==> config.mk <==
export PLATFORM = sky130hd
export DESIGN_NAME = mem_ctrl
export DESIGN_NICKNAME = d
export VERILOG_FILES = /design/src/rtl/mem_ctrl_pkg.sv /design/src/rtl/mem_arb.sv /design/src/rtl/mem_ctrl.sv
export SDC_FILE = /design/constraint.sdc
export NUM_CORES = 1
export LEC_CHECK = 0
export CELL_PAD_IN_SITES_DETAIL_PLACEMENT = 0
export CELL_PAD_IN_SITES_GLOBAL_PLACEMENT = 1
export CORE_AREA = 2 2 220 222
export CTS_CLUSTER_SIZE = 28
export DETAILED_ROUTE_END_ITERATION = 7
export DIE_AREA = 0 0 222 224
export PLACE_DENSITY_LB_ADDON = 0.1
export SETUP_SLACK_MARGIN = 0.2
export SLEW_MARGIN = 5
export SYNTH_ARGS = -nofsm -noshare
export SYNTH_HDL_FRONTEND = slang
export SYNTH_SLANG_ARGS = --single-unit
==> constraint.sdc <==
create_clock -name clk -period 10.2 [get_ports clk]
set_input_delay 2.04 -clock clk [delete_from_list [all_inputs] [get_ports clk]]
set_output_delay 2.04 -clock clk [all_outputs]
set_load 0.01 [all_outputs]
==> src/rtl/mem_ctrl_pkg.sv <==
// Shared constants, state codes and helper types for the RAM/IO bus controller.
// Line geometry, IO decode, requester source tags and the arbiter grant encoding live here.
package mem_ctrl_pkg;

  localparam int CACHE_BLK_WIDTH = 128;
  localparam int LINE_BYTES      = CACHE_BLK_WIDTH / 8;
  localparam int ADDR_WIDTH      = 32;
  localparam int DATA_WIDTH      = 8;
  localparam int LINE_A_WIDTH    = ADDR_WIDTH - 4;

  // Any address with addr[17:16] == IO_SEL is IO space.
  localparam logic [ADDR_WIDTH-1:0] IO_BASE = 32'h0003_0000;
  localparam logic [1:0]            IO_SEL  = 2'b11;

  localparam logic [2:0] ST_IDLE    = 3'd0;
  localparam logic [2:0] ST_RD_LINE = 3'd1;
  localparam logic [2:0] ST_WR_LINE = 3'd2;
  localparam logic [2:0] ST_IO_RD   = 3'd3;
  localparam logic [2:0] ST_IO_WR   = 3'd4;
  localparam logic [2:0] ST_DONE    = 3'd5;

  typedef enum logic [1:0] {
    SRC_IC = 2'd0,
    SRC_DC = 2'd1,
    SRC_IO = 2'd2
  } src_t;

  typedef enum logic [2:0] {
    GNT_NONE    = 3'd0,
    GNT_DC_WB   = 3'd1,
    GNT_IO      = 3'd2,
    GNT_DC_FILL = 3'd3,
    GNT_IC_FILL = 3'd4
  } grant_t;

  // Number of bus bytes for an IO access size code (01 byte, 10 half, 11 word).
  function automatic logic [2:0] io_bytes(input logic [1:0] io_type);
    case (io_type)
      2'b10:   return 3'd2;
      2'b11:   return 3'd4;
      default: return 3'd1;
    endcase
  endfunction

endpackage

==> src/rtl/mem_arb.sv <==
// Fixed-priority request selector for the memory bus: write-back > IO > dCache fill > iCache fill.
// Purely combinational; the caller decides when the grant is consumed.
module mem_arb
  import mem_ctrl_pkg::*;
(
  input  logic   dc_wb_req,
  input  logic   io_req,
  input  logic   dc_fill_req,
  input  logic   ic_req,
  output grant_t grant
);

  // NOTE: every output of a combinational block gets a value on every path, otherwise a latch is inferred.
  always_comb begin
    grant = GNT_NONE;
    if (dc_wb_req)        grant = GNT_DC_WB;
    else if (io_req)      grant = GNT_IO;
    else if (dc_fill_req) grant = GNT_DC_FILL;
    else if (ic_req)      grant = GNT_IC_FILL;
  end

endmodule

==> src/rtl/mem_ctrl.sv <==
// Sole owner of the byte-wide RAM/IO bus: serialises cache line fills, dCache write-backs
// and uncached IO loads/stores into one-byte bus beats.
module mem_ctrl
  import mem_ctrl_pkg::*;
(
  input  logic                       clk,
  input  logic                       rst_in,
  input  logic                       rdy_in,
  input  logic                       roll_back,
  input  logic [DATA_WIDTH-1:0]      mem_din,
  output logic [DATA_WIDTH-1:0]      mem_dout,
  output logic [ADDR_WIDTH-1:0]      mem_a,
  output logic                       mem_wr,
  input  logic                       io_buffer_full,
  input  logic                       ic_miss,
  input  logic [LINE_A_WIDTH-1:0]    ic_miss_a,
  input  logic                       dc_miss,
  input  logic [LINE_A_WIDTH-1:0]    dc_miss_a,
  input  logic                       dc_mem_rw,
  input  logic [CACHE_BLK_WIDTH-1:0] dc_wb_d,
  output logic [LINE_A_WIDTH-1:0]    fill_a,
  output logic [CACHE_BLK_WIDTH-1:0] fill_d,
  output logic                       ic_fill_en,
  output logic                       dc_fill_en,
  output logic                       dc_w_done,
  input  logic                       io_req,
  input  logic                       io_rw,
  input  logic [1:0]                 io_type,
  input  logic [31:0]                io_a,
  input  logic [31:0]                io_d,
  output logic                       io_dout_en,
  output logic [31:0]                io_dout,
  output logic                       io_w_done
);

  logic [2:0]                 state;
  logic [4:0]                 cnt;
  src_t                       src;
  logic                       wr_op;
  logic [CACHE_BLK_WIDTH-1:0] wb_d;
  logic [31:0]                io_a_q;
  logic [31:0]                io_d_q;
  logic [2:0]                 io_n;
  grant_t                     grant;
  logic [3:0]                 beat;
  logic [3:0]                 prev;
  logic                       done;

  mem_arb u_arb (
    .dc_wb_req   (dc_miss & ~dc_mem_rw),
    .io_req      (io_req & (io_rw | ~roll_back)),
    .dc_fill_req (dc_miss & dc_mem_rw),
    .ic_req      (ic_miss),
    .grant       (grant)
  );

  assign prev = cnt[3:0] - 4'd1;

  // While frozen in a read, the bus re-reads the byte that is still owed so that mem_din
  // holds the right byte on the first cycle after rdy_in returns.
  assign beat = (!rdy_in && cnt != 5'd0) ? prev : cnt[3:0];

  always_comb begin
    mem_a    = '0;
    mem_dout = '0;
    mem_wr   = 1'b0;
    case (state)
      ST_RD_LINE: if (!rdy_in || cnt < 5'd16) mem_a = {fill_a, beat};
      ST_IO_RD:   if (!rdy_in || cnt < {2'b00, io_n}) mem_a = io_a_q + {28'd0, beat};
      ST_WR_LINE: begin
        mem_a    = {fill_a, cnt[3:0]};
        mem_dout = wb_d[{cnt[3:0], 3'b000} +: 8];
        mem_wr   = rdy_in;
      end
      ST_IO_WR: begin
        mem_a    = io_a_q + {27'd0, cnt};
        mem_dout = io_d_q[{cnt[1:0], 3'b000} +: 8];
        mem_wr   = rdy_in & ~io_buffer_full;
      end
      default: ;
    endcase
  end

  // Completion pulses are decoded from DONE so a frozen DONE cycle cannot stretch them.
  assign done       = (state == ST_DONE) & rdy_in;
  assign ic_fill_en = done & (src == SRC_IC);
  assign dc_fill_en = done & (src == SRC_DC) & ~wr_op;
  assign dc_w_done  = done & (src == SRC_DC) &  wr_op;
  assign io_dout_en = done & (src == SRC_IO) & ~wr_op;
  assign io_w_done  = done & (src == SRC_IO) &  wr_op;

  // NOTE: sequential state uses non-blocking assignments only, so every register samples pre-edge values.
  always_ff @(posedge clk or negedge rst_in) begin
    if (!rst_in) begin
      state   <= ST_IDLE;
      cnt     <= '0;
      src     <= SRC_IC;
      wr_op   <= 1'b0;
      fill_a  <= '0;
      fill_d  <= '0;
      wb_d    <= '0;
      io_a_q  <= '0;
      io_d_q  <= '0;
      io_n    <= 3'd1;
      io_dout <= '0;
    end else if (rdy_in) begin
      case (state)
        ST_IDLE: begin
          cnt <= '0;
          case (grant)
            GNT_DC_WB: begin
              state  <= ST_WR_LINE;
              src    <= SRC_DC;
              wr_op  <= 1'b1;
              fill_a <= dc_miss_a;
              wb_d   <= dc_wb_d;
            end
            GNT_IO: begin
              state   <= io_rw ? ST_IO_WR : ST_IO_RD;
              src     <= SRC_IO;
              wr_op   <= io_rw;
              io_a_q  <= io_a;
              io_d_q  <= io_d;
              io_n    <= io_bytes(io_type);
              io_dout <= '0;
            end
            GNT_DC_FILL: begin
              state  <= ST_RD_LINE;
              src    <= SRC_DC;
              wr_op  <= 1'b0;
              fill_a <= dc_miss_a;
            end
            GNT_IC_FILL: begin
              state  <= ST_RD_LINE;
              src    <= SRC_IC;
              wr_op  <= 1'b0;
              fill_a <= ic_miss_a;
            end
            default: ;
          endcase
        end
        ST_RD_LINE: begin
          if (cnt != 5'd0) fill_d[{prev, 3'b000} +: 8] <= mem_din;
          if (cnt == 5'd16) state <= ST_DONE;
          else              cnt   <= cnt + 5'd1;
        end
        ST_WR_LINE: begin
          if (cnt == 5'd15) state <= ST_DONE;
          else              cnt   <= cnt + 5'd1;
        end
        ST_IO_RD: begin
          if (roll_back) begin
            state <= ST_IDLE;
          end else begin
            if (cnt != 5'd0) io_dout[{prev[1:0], 3'b000} +: 8] <= mem_din;
            if (cnt == {2'b00, io_n}) state <= ST_DONE;
            else                      cnt   <= cnt + 5'd1;
          end
        end
        ST_IO_WR: begin
          if (!io_buffer_full) begin
            if (cnt == {2'b00, io_n} - 5'd1) state <= ST_DONE;
            else                             cnt   <= cnt + 5'd1;
          end
        end
        default: state <= ST_IDLE;
      endcase
    end
  end

endmodule
==> results.yml <==
outcome:
  status: "finished clean"
synth:
  synth_ff_type: "dfrtp_1"
  syn-num-nets: 1967
  synth_edf_count: 0
  syn_area_sq_um: 19690
  yosysSeqAreaShare_pct: 50.09
  syn_area_per_cell_sq_um: 11.77
  ys_types: 78
  synth-seq-cells: 394
  syn_inst: 1672
  yosys_warnings: 0
  async_flop_share_pct: 100.0
floorplan:
  die_w_microns: 222
  core_region_area_sq_um: 47350
  die-height_microns: 224
  ios: 502
  start_util_pct: 41.58
  die_area_sq_um: 49730
  rows: 80
final_layout:
  area_delta_synth_final_pct: 35.82
  fin_nets: 2431
  drive_above_1_share_pct: 21.03
  final_cell_mix: "clkdlybuf4s50_1, dfrtp_1, mux2_2"
  final_common_cell: "clkdlybuf4s50_1"
placement:
  pre_cts_ws_ps: 2365
  portBuffers: 501
  dpl.hpwl_microns: 44940
  gp_congestion: 0.8414
grt:
  gr-total-overflow: 0
  grt_max_degree: 159
  grtUsageTotal_pct: 24.61
  antenna_found_initial: 16
  grt_pass1_wl_microns: 93250
  grt_pass1_vias: 15361
timing:
  finalCritPeriodShare_pct: 77.29
  slew_headroom_pct: 19.67
  rsz0062_at_grt: "no"
  fin_skew_ps: 14.80
  hold_viol: 0
  timing.hold.ws_ps: 482.2
  setup_viol: 0
  slew_violations: 0
  fin_crit_ps: 7884
  tns_ps: 0
  fmax_mhz: 126.8
  fin_ws_ps: 2316
  worstMarginPinSlew_ps: 1200
critical_path:
  cp_slowest_stage_delay_ps: 710
  crit_type: "input pin to primary output"
  critPathLaunchType: "input pin"
  worstPathCellList: "clkdlybuf4s50_1 -> nor2_1 -> nor2_1 -> a21oi_1 -> fa_1 -> nand3_1 -> a211oi_1 -> buf_4 -> and2_0 -> nand4_1 -> xor2_1 -> o221ai_1 -> clkdlybuf4s50_1"
  r2r_cells: 6
  arrival_ps: 5840
  crit_path_end_kind: "primary output"
  crit_path_max_fanout: 14
  worst_path_max_delay_cell: "clkdlybuf4s50_1"
  critPathRequiredTime_ps: 8160
clock_tree:
  numClockSinks: 394
  cts_tree: "built"
  cts_setup_buffers: 0
  h-tree-depth: 2
  max-clock-path-buffers: 3
  clkTransAtPathRegs_ps: 50
  cts_root_buffer: "clkbuf_16"
  clkLatencyLatePin_ps: 570
  cts_buffers: 45
  cts_hold_buf: 0
  cts_resized: 0
hold_path:
  whs_path_depth: 2
  min_path_type: "register to register"
detailed_routing:
  dr.pass1.iters: 4
  wire_per_inst_microns: 22.12
  ant_nets: 0
  drt_wl_total_microns: 61820
  routed-via-count: 14792
  drt_iter0_drc: 904
  remaining_drc_errors: 0
  viasPerCell: 5.292
pwr:
  p_seq_share_pct: 36.2
  power.total_w: 0.006941
  swShare_pct: 34.80
  p_switching_w: 0.002415
  intPower_w: 0.004525
  power.density_nw_per_um2: 259.6
  leakagePower_nw: 11.35
  vdd_ir_drop_max_v: 0.0001549
  combPwrFrac_pct: 40.2
  clkPwrFrac_pct: 23.6
run:
  drv_cap: 0
-- cell type report --
cell class              instances  area, sq um
fillers                      4086        20610
flip-flops and latches        394         9866
multi-input cells            1114         9178
repair buffers                520         5175
clock buffers                  71         1385
well taps                     615        769.5
inverters                      61        229.0
clock inverters                 8        107.6
diodes                         12        30.03
-- layer usage --
layer	wire, microns	part of all wire [%]	track usage [%]
met3	4232	6.8	6.768
met1	25520	41	30.66
met5	60	0.097	0
met4	1162	1.9	6.168
met2	30840	50	42.39
-- metrics by stage --
step / utilization (%) / cells / instance area (sq um)
finish: 56.48 / 2795 / 26740
global route: 56.46 / 2792 / 26730
CTS: 56.41 / 2783 / 26710
detailed placement: 53.26 / 2704 / 25220
global placement: 53.26 / 2704 / 25220
floorplan: - / 1672 / 19690
-- worst max-delay path, delay by kind of cell --
family	cells	cell delay [ps]
xor+xnor	1	170
simple gates	5	1110
fa+ha+maj	1	290
buf+inv	3	1500
compound gates	3	740
-- cells in the mapped netlist (all sizes together) (3+ instances only) --
| library cell | count | area share [%] |
|---|---|---|
| nor2 | 45 | 0.92 |
| inv | 59 | 1.1 |
| o211ai | 6 | 0.23 |
| o311ai | 5 | 0.22 |
| nand2b | 5 | 0.16 |
| a21boi | 3 | 0.17 |
| nor4b | 5 | 0.38 |
| or3 | 5 | 0.16 |
| xor2 | 22 | 1.0 |
| mux2 | 298 | 17 |
| dfrtp | 393 | 50 |
| a22oi | 15 | 0.57 |
| xnor2 | 27 | 1.3 |
| nand4 | 17 | 0.57 |
| a221o | 7 | 0.36 |
| mux4 | 40 | 4.6 |
| o21bai | 3 | 0.11 |
| o21ai | 80 | 2.1 |
| o31ai | 5 | 0.19 |
| nand2 | 231 | 4.5 |
| nand3 | 31 | 0.79 |
| o221ai | 13 | 0.58 |
| nor2b | 5 | 0.16 |
| and3 | 27 | 0.86 |
| and4 | 5 | 0.22 |
| o21a | 4 | 0.15 |
| a21oi | 20 | 0.51 |
| a221oi | 4 | 0.21 |
| buf | 46 | 1.2 |
| clkbuf | 57 | 1.1 |
| o22ai | 7 | 0.22 |
| a22o | 3 | 0.13 |
| mux2i | 62 | 3.2 |
| nor3 | 16 | 0.46 |
| ha | 25 | 1.6 |
| and2 | 40 | 1.3 |
| a31oi | 5 | 0.16 |
| nor4 | 5 | 0.19 |
-- final timing paths --
path,from,to,slack [ps]
setup / recovery,rdy_in,mem_a[22],2320
hold / removal,fill_d[2],fill_d[2],480
setup reg to reg,state[0],wb_d[93],6470
hold reg to reg,fill_d[2],fill_d[2],480
max in group asynchronous,rst_in,cnt[0],7070
min in group asynchronous,rst_in,fill_d[123],1500
-- power groups by stage --
stage | logic [W] | registers (W) | clock network (W)
floorplan | 0.00177 | 0.00239 | 0
global placement | 0.00277 | 0.00252 | 0
detailed placement | 0.00280 | 0.00253 | 0
CTS | 0.00282 | 0.00251 | 0.00168
global route | 0.00303 | 0.00259 | 0.00174
finish | 0.00279 | 0.00252 | 0.00164
-- sequential cells by signal, summed over array words and instances (netlist names), 2 cells and up --
name	cells
io_n	3
io_dout	32
io_a_q	32
src	2
wb_d	128
cnt	5
fill_d	128
io_d_q	32
state	3
fill_a	28
-- kinds of logic after synthesis --
kind of cell | count (synthesis) | share of synthesized area [%]
AND/OR/NAND/NOR | 447 | 11.05
multiplexers | 400 | 24.93
flip-flops | 394 | 50.09
AO/OA/AOI/OAI | 191 | 6.381
buffers and inverters | 164 | 3.413
XOR/XNOR | 49 | 2.352
adder cells (fa/ha/maj) | 27 | 1.792
Note: power is estimated with default switching activity, not from simulation.
